--- src/rtl/bus_arbiter_if.sv ---
`default_nettype none
// ============================================================================
// bus_arbiter_if : request/grant bundle between the bus arbiter and its masters
// Rev 1.0
// ============================================================================
interface bus_arbiter_if #(
  parameter int NREQ   = 4,
  parameter int OWNERW = 2
);
  logic [NREQ-1:0]   req;
  logic              bus_busy;
  logic [NREQ-1:0]   grant;
  logic              grant_valid;
  logic [OWNERW-1:0] owner;
  logic              bus_idle;
  logic              timeout_pulse;

  modport master (
    input  req,
    input  bus_busy,
    output grant,
    output grant_valid,
    output owner,
    output bus_idle,
    output timeout_pulse
  );

  modport slave (
    output req,
    output bus_busy,
    input  grant,
    input  grant_valid,
    input  owner,
    input  bus_idle,
    input  timeout_pulse
  );
endinterface
`default_nettype wire

--- src/rtl/bus_arbiter.sv ---
`default_nettype none
// ============================================================================
// bus_arbiter : round-robin bus tenure arbiter with grant-acceptance timeout
// Rev 1.0
// ============================================================================
module bus_arbiter #(
  parameter int NREQ          = 4,
  parameter int OWNERW        = 2,
  parameter int TIMEOUTW      = 4,
  parameter int GRANT_TIMEOUT = 8
) (
  input  wire logic     clk,
  input  wire logic     reset,
  bus_arbiter_if.master arb_if
);

  typedef enum logic [1:0] {
    IDLE    = 2'd0,
    GRANT   = 2'd1,
    OWNED   = 2'd2,
    RELEASE = 2'd3
  } state_e;

  localparam logic [OWNERW:0]     NREQ_EXT  = (OWNERW+1)'(NREQ);
  localparam logic [OWNERW-1:0]   OWNER_MAX = OWNERW'(NREQ - 1);
  localparam logic [TIMEOUTW-1:0] TO_LAST   = TIMEOUTW'(GRANT_TIMEOUT - 1);
  localparam logic [TIMEOUTW-1:0] TO_WARN   = TIMEOUTW'(GRANT_TIMEOUT - 2);

  state_e              state_q;
  logic [NREQ-1:0]     grant_q;
  logic [OWNERW-1:0]   owner_q;
  logic [OWNERW-1:0]   ptr_q;
  logic [TIMEOUTW-1:0] cnt_q;
  logic                timeout_q;

  logic                found_d;
  logic [OWNERW-1:0]   owner_d;
  logic [NREQ-1:0]     grant_d;
  logic [OWNERW-1:0]   ptr_d;
  logic [OWNERW:0]     cand;
  logic                owner_req;

  // Scan from the farthest candidate back to ptr so the nearest requester wins.
  always_comb begin
    found_d = 1'b0;
    owner_d = '0;
    cand    = '0;
    for (int i = NREQ - 1; i >= 0; i--) begin
      cand = {1'b0, ptr_q} + (OWNERW+1)'(i);
      if (cand >= NREQ_EXT) begin
        cand = cand - NREQ_EXT;
      end
      if (arb_if.req[cand[OWNERW-1:0]]) begin
        found_d = 1'b1;
        owner_d = cand[OWNERW-1:0];
      end
    end
  end

  assign grant_d   = NREQ'(1) << owner_d;
  assign ptr_d     = (owner_q == OWNER_MAX) ? '0 : owner_q + OWNERW'(1);
  assign owner_req = arb_if.req[owner_q];

  always_ff @(posedge clk) begin
    if (!reset) begin
      state_q   <= IDLE;
      grant_q   <= '0;
      owner_q   <= '0;
      ptr_q     <= '0;
      cnt_q     <= '0;
      timeout_q <= 1'b0;
    end else begin
      timeout_q <= 1'b0;
      case (state_q)
        IDLE: begin
          if (!arb_if.bus_busy && found_d) begin
            owner_q <= owner_d;
            grant_q <= grant_d;
            cnt_q   <= '0;
            state_q <= GRANT;
          end
        end
        GRANT: begin
          cnt_q <= cnt_q + TIMEOUTW'(1);
          if (arb_if.bus_busy) begin
            state_q <= OWNED;
          end else if (!owner_req) begin
            grant_q <= '0;
            state_q <= RELEASE;
          end else if (cnt_q == TO_LAST) begin
            grant_q <= '0;
            state_q <= RELEASE;
          end else if (cnt_q == TO_WARN) begin
            // Registered pulse must already be high in the final grant cycle.
            timeout_q <= 1'b1;
          end
        end
        OWNED: begin
          if (!arb_if.bus_busy) begin
            grant_q <= '0;
            state_q <= RELEASE;
          end
        end
        RELEASE: begin
          ptr_q   <= ptr_d;
          state_q <= IDLE;
        end
        default: begin
          grant_q <= '0;
          state_q <= IDLE;
        end
      endcase
    end
  end

  assign arb_if.grant         = grant_q;
  assign arb_if.grant_valid   = |grant_q;
  assign arb_if.owner         = owner_q;
  assign arb_if.bus_idle      = (state_q == IDLE) && !arb_if.bus_busy;
  assign arb_if.timeout_pulse = timeout_q;

endmodule
`default_nettype wire

--- src/flat_wrapper.sv ---
// flat-port wrapper written by rule: the top's interface ports become plain ports
module bus_arbiter_flat 
#(
  parameter int NREQ          = 4,
  parameter int OWNERW        = 2,
  parameter int TIMEOUTW      = 4,
  parameter int GRANT_TIMEOUT = 8
)
  (clk, reset, arb_if_req, arb_if_bus_busy, arb_if_grant, arb_if_grant_valid, arb_if_owner, arb_if_bus_idle, arb_if_timeout_pulse);
  bus_arbiter_if #(.NREQ(NREQ), .OWNERW(OWNERW)) arb_if_i ();
  input  wire logic clk;
  input  wire logic reset;
  input wire logic [$bits(arb_if_i.req)-1:0] arb_if_req;
  input wire logic [$bits(arb_if_i.bus_busy)-1:0] arb_if_bus_busy;
  output wire logic [$bits(arb_if_i.grant)-1:0] arb_if_grant;
  output wire logic [$bits(arb_if_i.grant_valid)-1:0] arb_if_grant_valid;
  output wire logic [$bits(arb_if_i.owner)-1:0] arb_if_owner;
  output wire logic [$bits(arb_if_i.bus_idle)-1:0] arb_if_bus_idle;
  output wire logic [$bits(arb_if_i.timeout_pulse)-1:0] arb_if_timeout_pulse;
  assign arb_if_i.req = arb_if_req;
  assign arb_if_i.bus_busy = arb_if_bus_busy;
  assign arb_if_grant = arb_if_i.grant;
  assign arb_if_grant_valid = arb_if_i.grant_valid;
  assign arb_if_owner = arb_if_i.owner;
  assign arb_if_bus_idle = arb_if_i.bus_idle;
  assign arb_if_timeout_pulse = arb_if_i.timeout_pulse;
  bus_arbiter #(.NREQ(NREQ), .OWNERW(OWNERW), .TIMEOUTW(TIMEOUTW), .GRANT_TIMEOUT(GRANT_TIMEOUT)) u_core (.clk(clk), .reset(reset), .arb_if(arb_if_i));
endmodule
--- config.mk ---
export PLATFORM = sky130hd
export DESIGN_NAME = bus_arbiter_flat
export DESIGN_NICKNAME = d
export VERILOG_FILES = /design/src/rtl/bus_arbiter_if.sv /design/src/rtl/bus_arbiter.sv /design/src/flat_wrapper.sv
export SDC_FILE = /design/constraint.sdc
export NUM_CORES = 1
export LEC_CHECK = 0
export ABC_AREA = 1
export CAP_MARGIN = 20
export CORE_UTILIZATION = 57
export DETAILED_ROUTE_END_ITERATION = 10
export GPL_TIMING_DRIVEN = 0
export PLACE_DENSITY_LB_ADDON = 0.15
export SKIP_CTS_REPAIR_TIMING = 1
export SYNTH_ARGS = -nofsm -noshare
export SYNTH_HDL_FRONTEND = slang
export SYNTH_SLANG_ARGS = --single-unit
--- constraint.sdc ---
create_clock -name clk -period 5.04 [get_ports clk]
set_clock_uncertainty 0.15 [all_clocks]
set_input_delay 1.26 -clock clk [delete_from_list [all_inputs] [get_ports clk]]
set_output_delay 1.26 -clock clk [all_outputs]
set_load 0.01 [all_outputs]
==> report_table.html, run 1 <==
<table>
<tr><th>Metric</th><th>Value</th></tr>
<tr><th colspan="2">Routing</th></tr>
<tr><td>Violation count after the first detailed-routing iteration</td><td>23</td></tr>
<tr><td>Final WL</td><td>between 2 and 2.5 mm</td></tr>
<tr><td>Mean routed wirelength per cell</td><td>between 10 and 15 um</td></tr>
<tr><td>Remaining number of nets flagged by the antenna check after routing</td><td>0</td></tr>
<tr><td>Number of vias in the routed layout</td><td>1116</td></tr>
<tr><td>Detailed-route DRC error count</td><td>0</td></tr>
<tr><td>Ratio of routed vias to standard cells</td><td>roughly 5.2</td></tr>
<tr><td>Count of TritonRoute iterations in the first routing pass</td><td>4</td></tr>
<tr><th colspan="2">Yosys</th></tr>
<tr><td>Syn Area/Cell</td><td>6.53 um2</td></tr>
<tr><td>Main area contributors after synthesis</td><td>sky130_fd_sc_hd__dfxtp_1 (27%), sky130_fd_sc_hd__nand2_1 (16%), sky130_fd_sc_hd__ha_1 (10%), sky130_fd_sc_hd__nand3_1 (7.6%), sky130_fd_sc_hd__inv_1 (6.0%)</td></tr>
<tr><td>Share of the synthesized area in the top cell type</td><td>between 20% and 30%</td></tr>
<tr><td>Sequential share of the synthesized area</td><td>a little over a quarter</td></tr>
<tr><td>Count of different cell masters after synthesis</td><td>26</td></tr>
<tr><td>Number of nets in the synthesized netlist</td><td>between 150 and 200</td></tr>
<tr><td>Register bit count reported by yosys</td><td>15</td></tr>
<tr><td>Cell accounting for the most synthesized area</td><td>sky130_fd_sc_hd__dfxtp_1</td></tr>
<tr><td>Post-synthesis cell area</td><td>roughly 0.0011 mm2</td></tr>
<tr><td>Number of warnings reported in the yosys synthesis log</td><td>0</td></tr>
<tr><td>Cells after synthesis</td><td>approximately 170</td></tr>
<tr><th colspan="2">Power and ir drop</th></tr>
<tr><td>Power Dens Cells</td><td>474 mW/mm2</td></tr>
<tr><td>P_leak</td><td>between 0.6 and 0.7 nW</td></tr>
<tr><td>VDD IR max</td><td>slightly above 0.0003 V</td></tr>
<tr><th colspan="2">Placement</th></tr>
<tr><td>Count of buffers from port buffering</td><td>15</td></tr>
<tr><td>Routability congestion estimate from global placement</td><td>0.848</td></tr>
<tr><td>HPWL Detailed</td><td>about 1.8 mm</td></tr>
<tr><td>Placed inst area</td><td>~0.0013 mm2</td></tr>
<tr><td>Worst slack, placed</td><td>around 1 ns</td></tr>
<tr><td>Count of placed standard cells including taps</td><td>between 200 and 250</td></tr>
<tr><th colspan="2">Layout</th></tr>
<tr><td>NumNets Final</td><td>approximately 210</td></tr>
<tr><td>Fill cell total of the finished layout</td><td>approximately 150</td></tr>
<tr><td>Growth of design area from synthesis to finish</td><td>18.6%</td></tr>
<tr><td>N_diodes</td><td>0</td></tr>
<tr><td>Layout cells sized above 1</td><td>10.5%</td></tr>
<tr><td>Number of standard cells in the layout, taps in and fillers out</td><td>216</td></tr>
<tr><td>Final Instance Area</td><td>around 0.0013 mm2</td></tr>
<tr><td>Utilization after layout</td><td>74.7%</td></tr>
<tr><th colspan="2">Outcome</th></tr>
<tr><td>Outcome</td><td>finished clean</td></tr>
<tr><th colspan="2">Clocking</th></tr>
<tr><td>Clk sinks</td><td>15</td></tr>
<tr><td>Clock-pin transition on the worst setup and hold timing paths</td><td>approximately 0.09 ns</td></tr>
<tr><td>Root buffer selected by CTS</td><td>sky130_fd_sc_hd__clkbuf_4</td></tr>
<tr><td>Buffer depth of the longest clock path</td><td>2</td></tr>
<tr><td>Clock insertion delay at the later pin of the skew report</td><td>about 0.29 ns</td></tr>
<tr><td>H-tree lvl count</td><td>1</td></tr>
<tr><td>CTS tree</td><td>done</td></tr>
<tr><td>Clock buffers created by TritonCTS</td><td>3</td></tr>
<tr><th colspan="2">Setup path</th></tr>
<tr><td>Maximum fanout count along the critical path</td><td>5</td></tr>
<tr><td>Type of the setup path with the least slack</td><td>primary input to primary output</td></tr>
<tr><td>Kind of end point of the critical path</td><td>primary output</td></tr>
<tr><td>Data arrival time of the critical path</td><td>about 2.6 ns</td></tr>
<tr><td>Type of origin of the critical path</td><td>primary input</td></tr>
<tr><td>Required @ worst endpoint</td><td>~3.6 ns</td></tr>
<tr><th colspan="2">Worst hold path</th></tr>
<tr><td>Kind of path behind the tightest hold check</td><td>flip-flop to flip-flop</td></tr>
<tr><th colspan="2">Die</th></tr>
<tr><td>Die width</td><td>46.4 um</td></tr>
<tr><td>I/O pin total</td><td>16</td></tr>
<tr><td>Num rows</td><td>15</td></tr>
<tr><td>Placeable core area</td><td>~0.0018 mm2</td></tr>
<tr><td>Vert. Die Dim</td><td>between 40 and 50 um</td></tr>
<tr><td>Total die area</td><td>0.00215 mm2</td></tr>
<tr><td>Initial core utilization</td><td>between 60% and 70%</td></tr>
<tr><th colspan="2">Global route</th></tr>
<tr><td>Grt total ovfl</td><td>0</td></tr>
<tr><td>Maximum number of pins on one net before global-route repair</td><td>11</td></tr>
<tr><td>Aggregate global-route resource usage</td><td>~24%</td></tr>
<tr><td>Vias in the first global route</td><td>between 900 and 1000</td></tr>
<tr><td>Wire length of the first global-routing pass</td><td>roughly 3.7 mm</td></tr>
<tr><td>Antenna violations before repair</td><td>0</td></tr>
<tr><th colspan="2">Timing</th></tr>
<tr><td>Max-slew violation count</td><td>0</td></tr>
<tr><td>Setup repair after global routing missed its margin</td><td>no</td></tr>
<tr><td>Setup Total Neg Slack</td><td>0 ns</td></tr>
<tr><td># setup viols final</td><td>0</td></tr>
<tr><td>PnR worst setup slack</td><td>between 0.9 and 1 ns</td></tr>
<tr><td>Transition at the pin with the smallest max-transition slack</td><td>about 0.30 ns</td></tr>
<tr><td>Share of the clock period used by the worst path after layout</td><td>between 80% and 90%</td></tr>
<tr><td>Clock period minus final worst setup slack</td><td>around 4.0 ns</td></tr>
<tr><td>Fmax</td><td>0.247 GHz</td></tr>
<tr><td>Hold Vio Cnt, Final</td><td>0</td></tr>
<tr><td>Slew margin rel.</td><td>around four fifths</td></tr>
<tr><th colspan="2">Job</th></tr>
<tr><td>Count of max-cap constraint violations</td><td>0</td></tr>
</table>
-- layer usage --
| metal | track usage [%] | wire length (um) | vias up |
|---|---|---|---|
| li1 | - | - | 594 |
| met1 | 29.5 | 1070 | 495 |
| met2 | 41.4 | 1100 | 23 |
| met3 | 4.71 | 78 | 4 |
| met4 | 9.41 | 25 | 0 |
| met5 | 0 | 0 | - |
-- path summary, 6_finish.rpt --
check / start / end / slack [ns] / cells past startpoint
setup / recovery: arb_if_bus_busy / arb_if_bus_idle / 0.99 / 3
hold / removal: u_core.arb_if.grant[2]$_SDFFE_PN0P_ / u_core.arb_if.grant[2]$_SDFFE_PN0P_ / 0.34 / 2
setup reg to reg: u_core.state_q[0]$_SDFFE_PN0P_ / u_core.cnt_q[3]$_SDFFE_PN0P_ / 3.06 / 8
hold reg to reg: u_core.arb_if.grant[2]$_SDFFE_PN0P_ / u_core.arb_if.grant[2]$_SDFFE_PN0P_ / 0.34 / 2
-- area by class of cell --
class	count	area [um2]	share of cell area (%)
multi-input combinational	133	719	54.0
sequential	15	300	22.5
timing repair buffer	15	150	11.3
inverter	23	92.6	6.95
tap	25	31.3	2.35
clock buffer	3	22.5	1.69
buffer	1	11.3	0.845
clock inverter	1	5.00	0.376
-- flip-flops by register name (all words and copies together), names as in the netlist --
| name | flops |
|---|---|
| u_core.arb_if.grant | 4 |
| u_core.arb_if.owner | 2 |
| u_core.arb_if.timeout_pulse | 1 |
| u_core.cnt_q | 4 |
| u_core.ptr_q | 2 |
| u_core.state_q | 2 |
-- kinds of logic after synthesis --
group | after synthesis | share of synthesized area, %
simple gates | 97 | 39.1
compound gates | 25 | 13.4
flops | 15 | 26.7
fa+ha+maj | 9 | 10.0
buf+inv | 24 | 9.24
xor+xnor | 2 | 1.56
-- power breakdown --
part            total, W  internal [W]  switching, W
Combinational   0.000388      0.000157      0.000231
Sequential      0.000175      0.000146     0.0000298
Clock          0.0000677     0.0000295     0.0000382
Total           0.000631      0.000332      0.000299
-- worst max-delay path: stages --
cell and delay, ns:
sky130_fd_sc_hd__clkdlybuf4s50_1 0.48, sky130_fd_sc_hd__nor2_1 0.30, sky130_fd_sc_hd__clkdlybuf4s50_1 0.60
-- metrics by stage --
stage	hold slack [ns]	total power (W)
after CTS	0.342	0.000634
final	0.336	0.000631
after detailed placement	0.327	0.000566
after global routing	0.372	0.000689
after global placement	0.314	0.000549
after floorplan	0.333	0.000456
-- layout by cell type, fill, tap and decap left out, drive strengths merged --
| cell | netlist | routed |
|---|---|---|
| clkinv | 1 | 2 |
| a211oi | 1 | 1 |
| nor2 | 18 | 18 |
| o211ai | 1 | 1 |
| or4 | 1 | 1 |
| clkdlybuf4s50 | 0 | 15 |
| dfxtp | 15 | 15 |
| nand2 | 55 | 55 |
| clkbuf | 0 | 3 |
| or2 | 1 | 1 |
| ha | 9 | 9 |
| nand3 | 17 | 17 |
| buf | 1 | 1 |
| o211a | 1 | 1 |
| a21oi | 15 | 15 |
| nand4 | 1 | 1 |
| and2 | 2 | 2 |
| xor2 | 2 | 2 |
| inv | 22 | 22 |
| o21ai | 7 | 7 |
| nor3 | 2 | 2 |
-- cell usage after synthesis --
cell / n
sky130_fd_sc_hd__a21oi_4: 1
sky130_fd_sc_hd__inv_2: 3
sky130_fd_sc_hd__or2_2: 1
sky130_fd_sc_hd__a21oi_2: 1
sky130_fd_sc_hd__nand4_1: 1
sky130_fd_sc_hd__a211oi_1: 1
sky130_fd_sc_hd__buf_6: 1
sky130_fd_sc_hd__or4_1: 1
sky130_fd_sc_hd__o21ai_0: 7
sky130_fd_sc_hd__xor2_1: 2
sky130_fd_sc_hd__nand2_1: 49
sky130_fd_sc_hd__o211ai_1: 1
sky130_fd_sc_hd__nand3_1: 17
sky130_fd_sc_hd__nor2_1: 17
sky130_fd_sc_hd__and2_1: 2
sky130_fd_sc_hd__nand2_2: 3
sky130_fd_sc_hd__a21oi_1: 13
sky130_fd_sc_hd__o211a_1: 1
sky130_fd_sc_hd__ha_1: 9
sky130_fd_sc_hd__nor2_4: 1
sky130_fd_sc_hd__inv_1: 18
sky130_fd_sc_hd__nor3_1: 2
sky130_fd_sc_hd__clkinv_2: 1
sky130_fd_sc_hd__nand2_4: 3
sky130_fd_sc_hd__dfxtp_1: 15
sky130_fd_sc_hd__inv_6: 1
No activity file was read; power rests on OpenSTA's default activity.
==> inputs of run 2 (changes only) <==
- CORE_UTILIZATION: 57 -> 48
- clock period: 5.04 -> 3.41 ns (I/O delays scaled with it)
==> run 2 against run 1 <==
  * Cell count up 1.4%
  * Combinational power is 48% higher
  * Global-route usage decreased by 4.9 points
  * Power up 48%
  * Setup slack got worse by 0.80 ns
  * Sequential power up 48%
  * Utilization is 14 points lower
  * Largest power group unchanged
  * Critical path depth stayed put
  * Die area grew 18%
  * Cell area grew 0.28%
  * Hold slack improved by 0.0017 ns
==> report_table.html, run 2 (same netlist as run 1, synthesis figures left out) <==
<table>
<tr><th>Metric</th><th>Value</th></tr>
<tr><th colspan="2">Setup path</th></tr>
<tr><td>Type of the setup path with the least slack</td><td>primary input to primary output (unchanged)</td></tr>
<tr><td>Data arrival time of the critical path</td><td>2.22 ns (was 2.64 ns)</td></tr>
<tr><td>Maximum fanout count along the critical path</td><td>5 (unchanged)</td></tr>
<tr><td>Critical path's slowest cell</td><td>sky130_fd_sc_hd__clkdlybuf4s50_1 (unchanged)</td></tr>
<tr><td>Startpoint of the worst-slack reg-to-reg timing path</td><td>u_core.state_q[0]$_SDFFE_PN0P_ (unchanged)</td></tr>
<tr><td>Capture instance of the worst register-to-register path</td><td>u_core.cnt_q[3]$_SDFFE_PN0P_ (unchanged)</td></tr>
<tr><td>Worst Reg-to-Reg Cells</td><td>8 (unchanged)</td></tr>
<tr><td>Type of origin of the critical path</td><td>primary input (unchanged)</td></tr>
<tr><td>Slowest cell delay on critical path</td><td>0.60 ns (about the same)</td></tr>
<tr><td>Crit-path most repeated cell</td><td>sky130_fd_sc_hd__clkdlybuf4s50_1 (unchanged)</td></tr>
<tr><td>Kind of end point of the critical path</td><td>primary output (unchanged)</td></tr>
<tr><td>Reg-to-reg slack, setup</td><td>1.51 ns (was 3.06 ns)</td></tr>
<tr><td>Required @ worst endpoint</td><td>2.41 ns (was 3.63 ns)</td></tr>
<tr><td>Worst path cell trace</td><td>clkdlybuf4s50_1, nor2_1, clkdlybuf4s50_1 (unchanged)</td></tr>
<tr><th colspan="2">Die</th></tr>
<tr><td>Total die area</td><td>0.00254 mm2 (was 0.00215 mm2)</td></tr>
<tr><td>Num rows</td><td>17 (was 15)</td></tr>
<tr><td>Placeable core area</td><td>0.00221 mm2 (was 0.00178 mm2)</td></tr>
<tr><td>Die width</td><td>50.4 um (was 46.4 um)</td></tr>
<tr><td>Initial core utilization</td><td>50.8% (was 63.0%)</td></tr>
<tr><td>I/O pin total</td><td>16 (unchanged)</td></tr>
<tr><td>Vert. Die Dim</td><td>50.4 um (was 46.4 um)</td></tr>
<tr><th colspan="2">Clocking</th></tr>
<tr><td>CTS tree</td><td>done (unchanged)</td></tr>
<tr><td>Clk sinks</td><td>15 (unchanged)</td></tr>
<tr><td>H-tree lvl count</td><td>1 (unchanged)</td></tr>
<tr><td>Clock buffers created by TritonCTS</td><td>3 (unchanged)</td></tr>
<tr><td>Root buffer selected by CTS</td><td>sky130_fd_sc_hd__clkbuf_4 (unchanged)</td></tr>
<tr><td>Clock-pin transition on the worst setup and hold timing paths</td><td>0.09 ns (about the same)</td></tr>
<tr><td>Clock insertion delay at the later pin of the skew report</td><td>0.28 ns (was 0.29 ns)</td></tr>
<tr><td>Buffer depth of the longest clock path</td><td>2 (unchanged)</td></tr>
<tr><th colspan="2">Timing</th></tr>
<tr><td>Transition at the pin with the smallest max-transition slack</td><td>0.275 ns (was 0.299 ns)</td></tr>
<tr><td>Hold Vio Cnt, Final</td><td>0 (unchanged)</td></tr>
<tr><td>Share of the clock period used by the worst path after layout</td><td>a little over nine tenths</td></tr>
<tr><td># setup viols final</td><td>0 (unchanged)</td></tr>
<tr><td>Setup repair after global routing missed its margin</td><td>no (unchanged)</td></tr>
<tr><td>Max-slew violation count</td><td>0 (unchanged)</td></tr>
<tr><td>Slew margin rel.</td><td>81.4% (was 80.0%)</td></tr>
<tr><td>Fmax</td><td>between 0.3 and 0.4 GHz</td></tr>
<tr><td>Clock period minus final worst setup slack</td><td>between 3 and 4 ns</td></tr>
<tr><td>Setup Total Neg Slack</td><td>0 ns (unchanged)</td></tr>
<tr><th colspan="2">Worst hold path</th></tr>
<tr><td>Hold path startpoint</td><td>u_core.arb_if.grant[3]$_SDFFE_PN0P_ (was u_core.arb_if.grant[2]$_SDFFE_PN0P_)</td></tr>
<tr><td>Hold path depth</td><td>2 (unchanged)</td></tr>
<tr><td>Kind of path behind the tightest hold check</td><td>flip-flop to flip-flop (unchanged)</td></tr>
<tr><td>Worst Hold Endpoint</td><td>u_core.arb_if.grant[3]$_SDFFE_PN0P_ (was u_core.arb_if.grant[2]$_SDFFE_PN0P_)</td></tr>
<tr><th colspan="2">Layout</th></tr>
<tr><td>Growth of design area from synthesis to finish</td><td>18.9% (was 18.6%)</td></tr>
<tr><td>NumNets Final</td><td>208 (unchanged)</td></tr>
<tr><td>N_diodes</td><td>0 (unchanged)</td></tr>
<tr><td>Number of standard cells in the layout, taps in and fillers out</td><td>219 (was 216)</td></tr>
<tr><td>Sequential cell area in the final layout</td><td>300 um2 (unchanged)</td></tr>
<tr><td>Fill cell total of the finished layout</td><td>219 (was 153)</td></tr>
<tr><td>Layout cells sized above 1</td><td>10.5% (unchanged)</td></tr>
<tr><td>Utilization after layout</td><td>60.4% (was 74.7%)</td></tr>
<tr><td>Commonest non-fill, non-tap cell in the layout</td><td>sky130_fd_sc_hd__nand2_1 (unchanged)</td></tr>
<tr><td>Area taken by multi-input logic gates</td><td>719 um2 (unchanged)</td></tr>
<tr><td>Leading cell types in the layout, fill and taps excluded</td><td>sky130_fd_sc_hd__nand2_1 (49), sky130_fd_sc_hd__inv_1 (18), sky130_fd_sc_hd__nor2_1 (17), sky130_fd_sc_hd__nand3_1 (17) (unchanged)</td></tr>
<tr><th colspan="2">Global route</th></tr>
<tr><td>Maximum number of pins on one net before global-route repair</td><td>11 (unchanged)</td></tr>
<tr><td>Antenna violations before repair</td><td>0 (unchanged)</td></tr>
<tr><td>Aggregate global-route resource usage</td><td>19.4% (was 24.3%)</td></tr>
<tr><td>Grt total ovfl</td><td>0 (unchanged)</td></tr>
<tr><td>Vias in the first global route</td><td>960 (was 929)</td></tr>
<tr><td>Wire length of the first global-routing pass</td><td>3.92 mm (was 3.71 mm)</td></tr>
<tr><th colspan="2">Placement</th></tr>
<tr><td>HPWL Detailed</td><td>1.89 mm (was 1.83 mm)</td></tr>
<tr><td>Count of placed standard cells including taps</td><td>215 (was 212)</td></tr>
<tr><td>Routability congestion estimate from global placement</td><td>0.766 (was 0.848)</td></tr>
<tr><td>Count of buffers from port buffering</td><td>15 (unchanged)</td></tr>
<tr><th colspan="2">Routing</th></tr>
<tr><td>Number of vias in the routed layout</td><td>1112 (was 1116)</td></tr>
<tr><td>Count of TritonRoute iterations in the first routing pass</td><td>4 (unchanged)</td></tr>
<tr><td>Remaining number of nets flagged by the antenna check after routing</td><td>0 (unchanged)</td></tr>
<tr><td>Routed length on met1</td><td>1.05 mm (was 1.07 mm)</td></tr>
<tr><td>Detailed-route DRC error count</td><td>0 (unchanged)</td></tr>
<tr><td>Final WL</td><td>2.31 mm (was 2.28 mm)</td></tr>
<tr><td>Ratio of routed vias to standard cells</td><td>5.08 (was 5.17)</td></tr>
<tr><td>Highest metal layer with signal wires</td><td>met4 (unchanged)</td></tr>
<tr><td>Violation count after the first detailed-routing iteration</td><td>16 (was 23)</td></tr>
<tr><td>Mean routed wirelength per cell</td><td>10.5 um (about the same)</td></tr>
<tr><td>Met2 routed WL</td><td>1.20 mm (was 1.10 mm)</td></tr>
<tr><td>Total length of routed met3 wires</td><td>46 um (was 78 um)</td></tr>
<tr><th colspan="2">Power and ir drop</th></tr>
<tr><td>Power Total</td><td>0.000934 W (was 0.000631 W)</td></tr>
<tr><td>VDD IR max</td><td>0.000480 V (was 0.000305 V)</td></tr>
<tr><td>P_leak</td><td>0.644 nW (unchanged)</td></tr>
<tr><td>Power Dens Cells</td><td>699 mW/mm2 (was 474 mW/mm2)</td></tr>
<tr><th colspan="2">Outcome</th></tr>
<tr><td>Outcome</td><td>finished clean (unchanged)</td></tr>
<tr><th colspan="2">Job</th></tr>
<tr><td>Count of max-cap constraint violations</td><td>0 (unchanged)</td></tr>
</table>
[run 2: critical path: cells and delay by family]
family,cells,cell delay [ns]
buffers and inverters,2,1.08
AND/OR/NAND/NOR,1,0.28
[run 2: per-stage QoR]
| step | instance area (um2) | worst slack [ns] | hold slack, ns |
|---|---|---|---|
| final | 1340 | 0.192 | 0.338 |
| after global routing | 1340 | 0.164 | 0.371 |
| after CTS | 1340 | 0.220 | 0.338 |
| after detailed placement | 1310 | 0.236 | 0.325 |
| after global placement | 1310 | 0.224 | 0.320 |
| after floorplan | 1120 | 1.27 | 0.333 |
[run 2: area by class of cell]
class                   instances  area share (%)
inverters                      23            6.93
well taps                      28            2.62
plain buffers                   1           0.843
multi-input cells             133            53.8
clock inverters                 1           0.375
flip-flops and latches         15            22.5
repair buffers                 15            11.2
clock buffers                   3            1.69
[run 2: routing by layer]
layer	vias up	track usage, %
met4	0	4.17
met1	509	23.7
met3	2	1.82
li1	589	-
met5	-	0
met2	12	36.2
[run 2: how the worst max path moves through the flow]
stage                                from               to  slack (ns)  cells after the start
after global placement    arb_if_bus_busy  arb_if_bus_idle        0.22                      3
after detailed placement  arb_if_bus_busy  arb_if_bus_idle        0.24                      3
after floorplan           arb_if_bus_busy  arb_if_bus_idle        1.27                      1
after global routing      arb_if_bus_busy  arb_if_bus_idle        0.16                      3
after CTS                 arb_if_bus_busy  arb_if_bus_idle        0.22                      3
final                     arb_if_bus_busy  arb_if_bus_idle        0.19                      3
[run 2: where the power goes]
| group | switching, W | internal (W) | leakage, nW |
|---|---|---|---|
| Combinational | 0.000341 | 0.000232 | 0.504 |
| Clock | 0.0000589 | 0.0000434 | 0.0177 |
| Sequential | 0.0000440 | 0.000215 | 0.122 |
==> inputs of run 3 (changes only) <==
- CORE_MARGIN: unset -> 2
- SLEW_MARGIN: unset -> 20
==> run 3 against run 2 <==
  * Clock power is essentially flat
  * Critical path depth stayed put
  * Sequential cell count is the same
  * Hold slack worse by 0.0049 ns
  * Cell area unchanged
  * Combinational power hardly changed
  * Largest power group unchanged
  * Largest cell class unchanged
==> report_table.html, run 3 (same netlist as run 1, synthesis figures left out) <==
<table>
<tr><th>Metric</th><th>Value</th></tr>
<tr><th colspan="2">Power and ir drop</th></tr>
<tr><td>P_leak</td><td>0.644 nW (unchanged)</td></tr>
<tr><td>VDD IR max</td><td>0.000473 V (was 0.000480 V)</td></tr>
<tr><td>Power Total</td><td>0.000935 W (was 0.000934 W)</td></tr>
<tr><td>Power Dens Cells</td><td>700 mW/mm2 (was 699 mW/mm2)</td></tr>
<tr><th colspan="2">Setup path</th></tr>
<tr><td>Type of the setup path with the least slack</td><td>primary input to primary output (unchanged)</td></tr>
<tr><td>Worst path cell trace</td><td>clkdlybuf4s50_1, nor2_1, clkdlybuf4s50_1 (unchanged)</td></tr>
<tr><td>Crit-path most repeated cell</td><td>sky130_fd_sc_hd__clkdlybuf4s50_1 (unchanged)</td></tr>
<tr><td>Delay-heaviest family, CP</td><td>buffers and inverters (unchanged)</td></tr>
<tr><td>Kind of end point of the critical path</td><td>primary output (unchanged)</td></tr>
<tr><td>Data arrival time of the critical path</td><td>2.22 ns (about the same)</td></tr>
<tr><td>Slowest cell delay on critical path</td><td>0.60 ns (about the same)</td></tr>
<tr><td>Maximum fanout count along the critical path</td><td>5 (unchanged)</td></tr>
<tr><td>Required @ worst endpoint</td><td>2.41 ns (about the same)</td></tr>
<tr><td>Critical path's slowest cell</td><td>sky130_fd_sc_hd__clkdlybuf4s50_1 (unchanged)</td></tr>
<tr><td>Critical path buffers and inverters</td><td>2 (unchanged)</td></tr>
<tr><td>Type of origin of the critical path</td><td>primary input (unchanged)</td></tr>
<tr><th colspan="2">Clocking</th></tr>
<tr><td>Clock insertion delay at the later pin of the skew report</td><td>0.28 ns (about the same)</td></tr>
<tr><td>H-tree lvl count</td><td>1 (unchanged)</td></tr>
<tr><td>Clock-pin transition on the worst setup and hold timing paths</td><td>0.09 ns (about the same)</td></tr>
<tr><td>Clock buffers created by TritonCTS</td><td>3 (unchanged)</td></tr>
<tr><td>CTS tree</td><td>done (unchanged)</td></tr>
<tr><td>Buffer depth of the longest clock path</td><td>2 (unchanged)</td></tr>
<tr><td>Root buffer selected by CTS</td><td>sky130_fd_sc_hd__clkbuf_4 (unchanged)</td></tr>
<tr><td>Clk sinks</td><td>15 (unchanged)</td></tr>
<tr><th colspan="2">Timing</th></tr>
<tr><td>Share of the clock period used by the worst path after layout</td><td>94.4% (about the same)</td></tr>
<tr><td>Max-slew violation count</td><td>0 (unchanged)</td></tr>
<tr><td>Clock period minus final worst setup slack</td><td>3.22 ns (about the same)</td></tr>
<tr><td>PnR worst setup slack</td><td>0.192 ns (about the same)</td></tr>
<tr><td>Transition at the pin with the smallest max-transition slack</td><td>0.285 ns (was 0.275 ns)</td></tr>
<tr><td>Hold Vio Cnt, Final</td><td>0 (unchanged)</td></tr>
<tr><td># setup viols final</td><td>0 (unchanged)</td></tr>
<tr><td>Fmax</td><td>0.311 GHz (about the same)</td></tr>
<tr><td>Setup repair after global routing missed its margin</td><td>no (unchanged)</td></tr>
<tr><td>Setup Total Neg Slack</td><td>0 ns (unchanged)</td></tr>
<tr><td>Slew margin rel.</td><td>80.9% (was 81.4%)</td></tr>
<tr><th colspan="2">Layout</th></tr>
<tr><td>Leading cell types in the layout, fill and taps excluded</td><td>sky130_fd_sc_hd__nand2_1 (49), sky130_fd_sc_hd__inv_1 (18), sky130_fd_sc_hd__nor2_1 (17), sky130_fd_sc_hd__nand3_1 (17) (unchanged)</td></tr>
<tr><td>N_diodes</td><td>0 (unchanged)</td></tr>
<tr><td>Area taken by multi-input logic gates</td><td>719 um2 (unchanged)</td></tr>
<tr><td>Utilization after layout</td><td>60.4% (unchanged)</td></tr>
<tr><td>Commonest non-fill, non-tap cell in the layout</td><td>sky130_fd_sc_hd__nand2_1 (unchanged)</td></tr>
<tr><td>Fill cell total of the finished layout</td><td>225 (was 219)</td></tr>
<tr><td>NumNets Final</td><td>208 (unchanged)</td></tr>
<tr><td>Sequential cell area in the final layout</td><td>300 um2 (unchanged)</td></tr>
<tr><td>Layout cells sized above 1</td><td>10.5% (unchanged)</td></tr>
<tr><td>Growth of design area from synthesis to finish</td><td>18.9% (unchanged)</td></tr>
<tr><th colspan="2">Job</th></tr>
<tr><td>Count of max-cap constraint violations</td><td>0 (unchanged)</td></tr>
<tr><th colspan="2">Die</th></tr>
<tr><td>Vert. Die Dim</td><td>52.4 um (was 50.4 um)</td></tr>
<tr><td>Initial core utilization</td><td>50.8% (unchanged)</td></tr>
<tr><td>I/O pin total</td><td>16 (unchanged)</td></tr>
<tr><td>Die width</td><td>52.4 um (was 50.4 um)</td></tr>
<tr><td>Num rows</td><td>17 (unchanged)</td></tr>
<tr><td>Placeable core area</td><td>0.00221 mm2 (unchanged)</td></tr>
<tr><td>Total die area</td><td>0.00274 mm2 (was 0.00254 mm2)</td></tr>
<tr><th colspan="2">Routing</th></tr>
<tr><td>Number of vias in the routed layout</td><td>1125 (was 1112)</td></tr>
<tr><td>Ratio of routed vias to standard cells</td><td>5.14 (was 5.08)</td></tr>
<tr><td>Count of TritonRoute iterations in the first routing pass</td><td>4 (unchanged)</td></tr>
<tr><td>Detailed-route DRC error count</td><td>0 (unchanged)</td></tr>
<tr><td>Remaining number of nets flagged by the antenna check after routing</td><td>0 (unchanged)</td></tr>
<tr><td>Final WL</td><td>2.29 mm (was 2.31 mm)</td></tr>
<tr><td>Violation count after the first detailed-routing iteration</td><td>33 (was 16)</td></tr>
<tr><td>Mean routed wirelength per cell</td><td>10.5 um (about the same)</td></tr>
<tr><th colspan="2">Global route</th></tr>
<tr><td>Aggregate global-route resource usage</td><td>19.3% (was 19.4%)</td></tr>
<tr><td>Met2 track utilization from global routing</td><td>35.4% (was 36.2%)</td></tr>
<tr><td>Grt total ovfl</td><td>0 (unchanged)</td></tr>
<tr><td>Antenna violations before repair</td><td>0 (unchanged)</td></tr>
<tr><td>Grt met1 use</td><td>22.8% (was 23.7%)</td></tr>
<tr><td>Maximum number of pins on one net before global-route repair</td><td>11 (unchanged)</td></tr>
<tr><td>Vias in the first global route</td><td>987 (was 960)</td></tr>
<tr><td>Wire length of the first global-routing pass</td><td>4.04 mm (was 3.92 mm)</td></tr>
<tr><td>Grt met3 use</td><td>1.71% (was 1.82%)</td></tr>
<tr><td>Most heavily used metal layer in global routing</td><td>met2 (unchanged)</td></tr>
<tr><th colspan="2">Worst hold path</th></tr>
<tr><td>Kind of path behind the tightest hold check</td><td>flip-flop to flip-flop (unchanged)</td></tr>
<tr><th colspan="2">Placement</th></tr>
<tr><td>HPWL Detailed</td><td>1.88 mm (was 1.89 mm)</td></tr>
<tr><td>Worst slack, placed</td><td>0.220 ns (was 0.236 ns)</td></tr>
<tr><td>Routability congestion estimate from global placement</td><td>0.779 (was 0.766)</td></tr>
<tr><td>Count of buffers from port buffering</td><td>15 (unchanged)</td></tr>
<tr><th colspan="2">Outcome</th></tr>
<tr><td>Outcome</td><td>finished clean (unchanged)</td></tr>
</table>
run 3: path summary, 6_finish.rpt:
check | from | end | slack [ns] | cells after the start
setup / recovery | arb_if_bus_busy | arb_if_bus_idle | 0.19 | 3
hold / removal | u_core.arb_if.grant[3]$_SDFFE_PN0P_ | u_core.arb_if.grant[3]$_SDFFE_PN0P_ | 0.33 | 2
setup reg to reg | u_core.state_q[0]$_SDFFE_PN0P_ | u_core.cnt_q[3]$_SDFFE_PN0P_ | 1.51 | 8
hold reg to reg | u_core.arb_if.grant[3]$_SDFFE_PN0P_ | u_core.arb_if.grant[3]$_SDFFE_PN0P_ | 0.33 | 2
run 3: worst min-delay path: stages, from the launching register on:
cell	delay (ns)
sky130_fd_sc_hd__dfxtp_1	0.33
sky130_fd_sc_hd__nand2_1	0.06
sky130_fd_sc_hd__a21oi_1	0.05
run 3: cell type report:
cell class | count | area share (%)
Inverter | 23 | 6.93
Multi-Input combinational cell | 133 | 53.8
Clock buffer | 3 | 1.69
Timing Repair Buffer | 15 | 11.2
Tap cell | 28 | 2.62
Clock inverter | 1 | 0.375
Buffer | 1 | 0.843
Sequential cell | 15 | 22.5
run 3: report_power, final:
group	total (W)	leakage, nW	internal (W)	switching [W]
logic	0.000575	0.504	0.000232	0.000343
registers	0.000260	0.122	0.000215	0.0000450
clock network	0.000100	0.0177	0.0000436	0.0000567
total	0.000935	0.644	0.000491	0.000444
run 3: metal layers:
layer  vias up  part of all wire [%]
met3         4                   2.4
met4         0                   1.3
met2        23                    52
met1       507                    45
li1        591                     -
met5         -                     0
run 3: metrics by stage:
stage                     area (um2)  hold WS, ns  std cells
after floorplan                 1120        0.333        172
after detailed placement        1310        0.325        215
after global routing            1340        0.374        219
after CTS                       1340        0.339        219
final                           1340        0.333        219
after global placement          1310        0.321        215
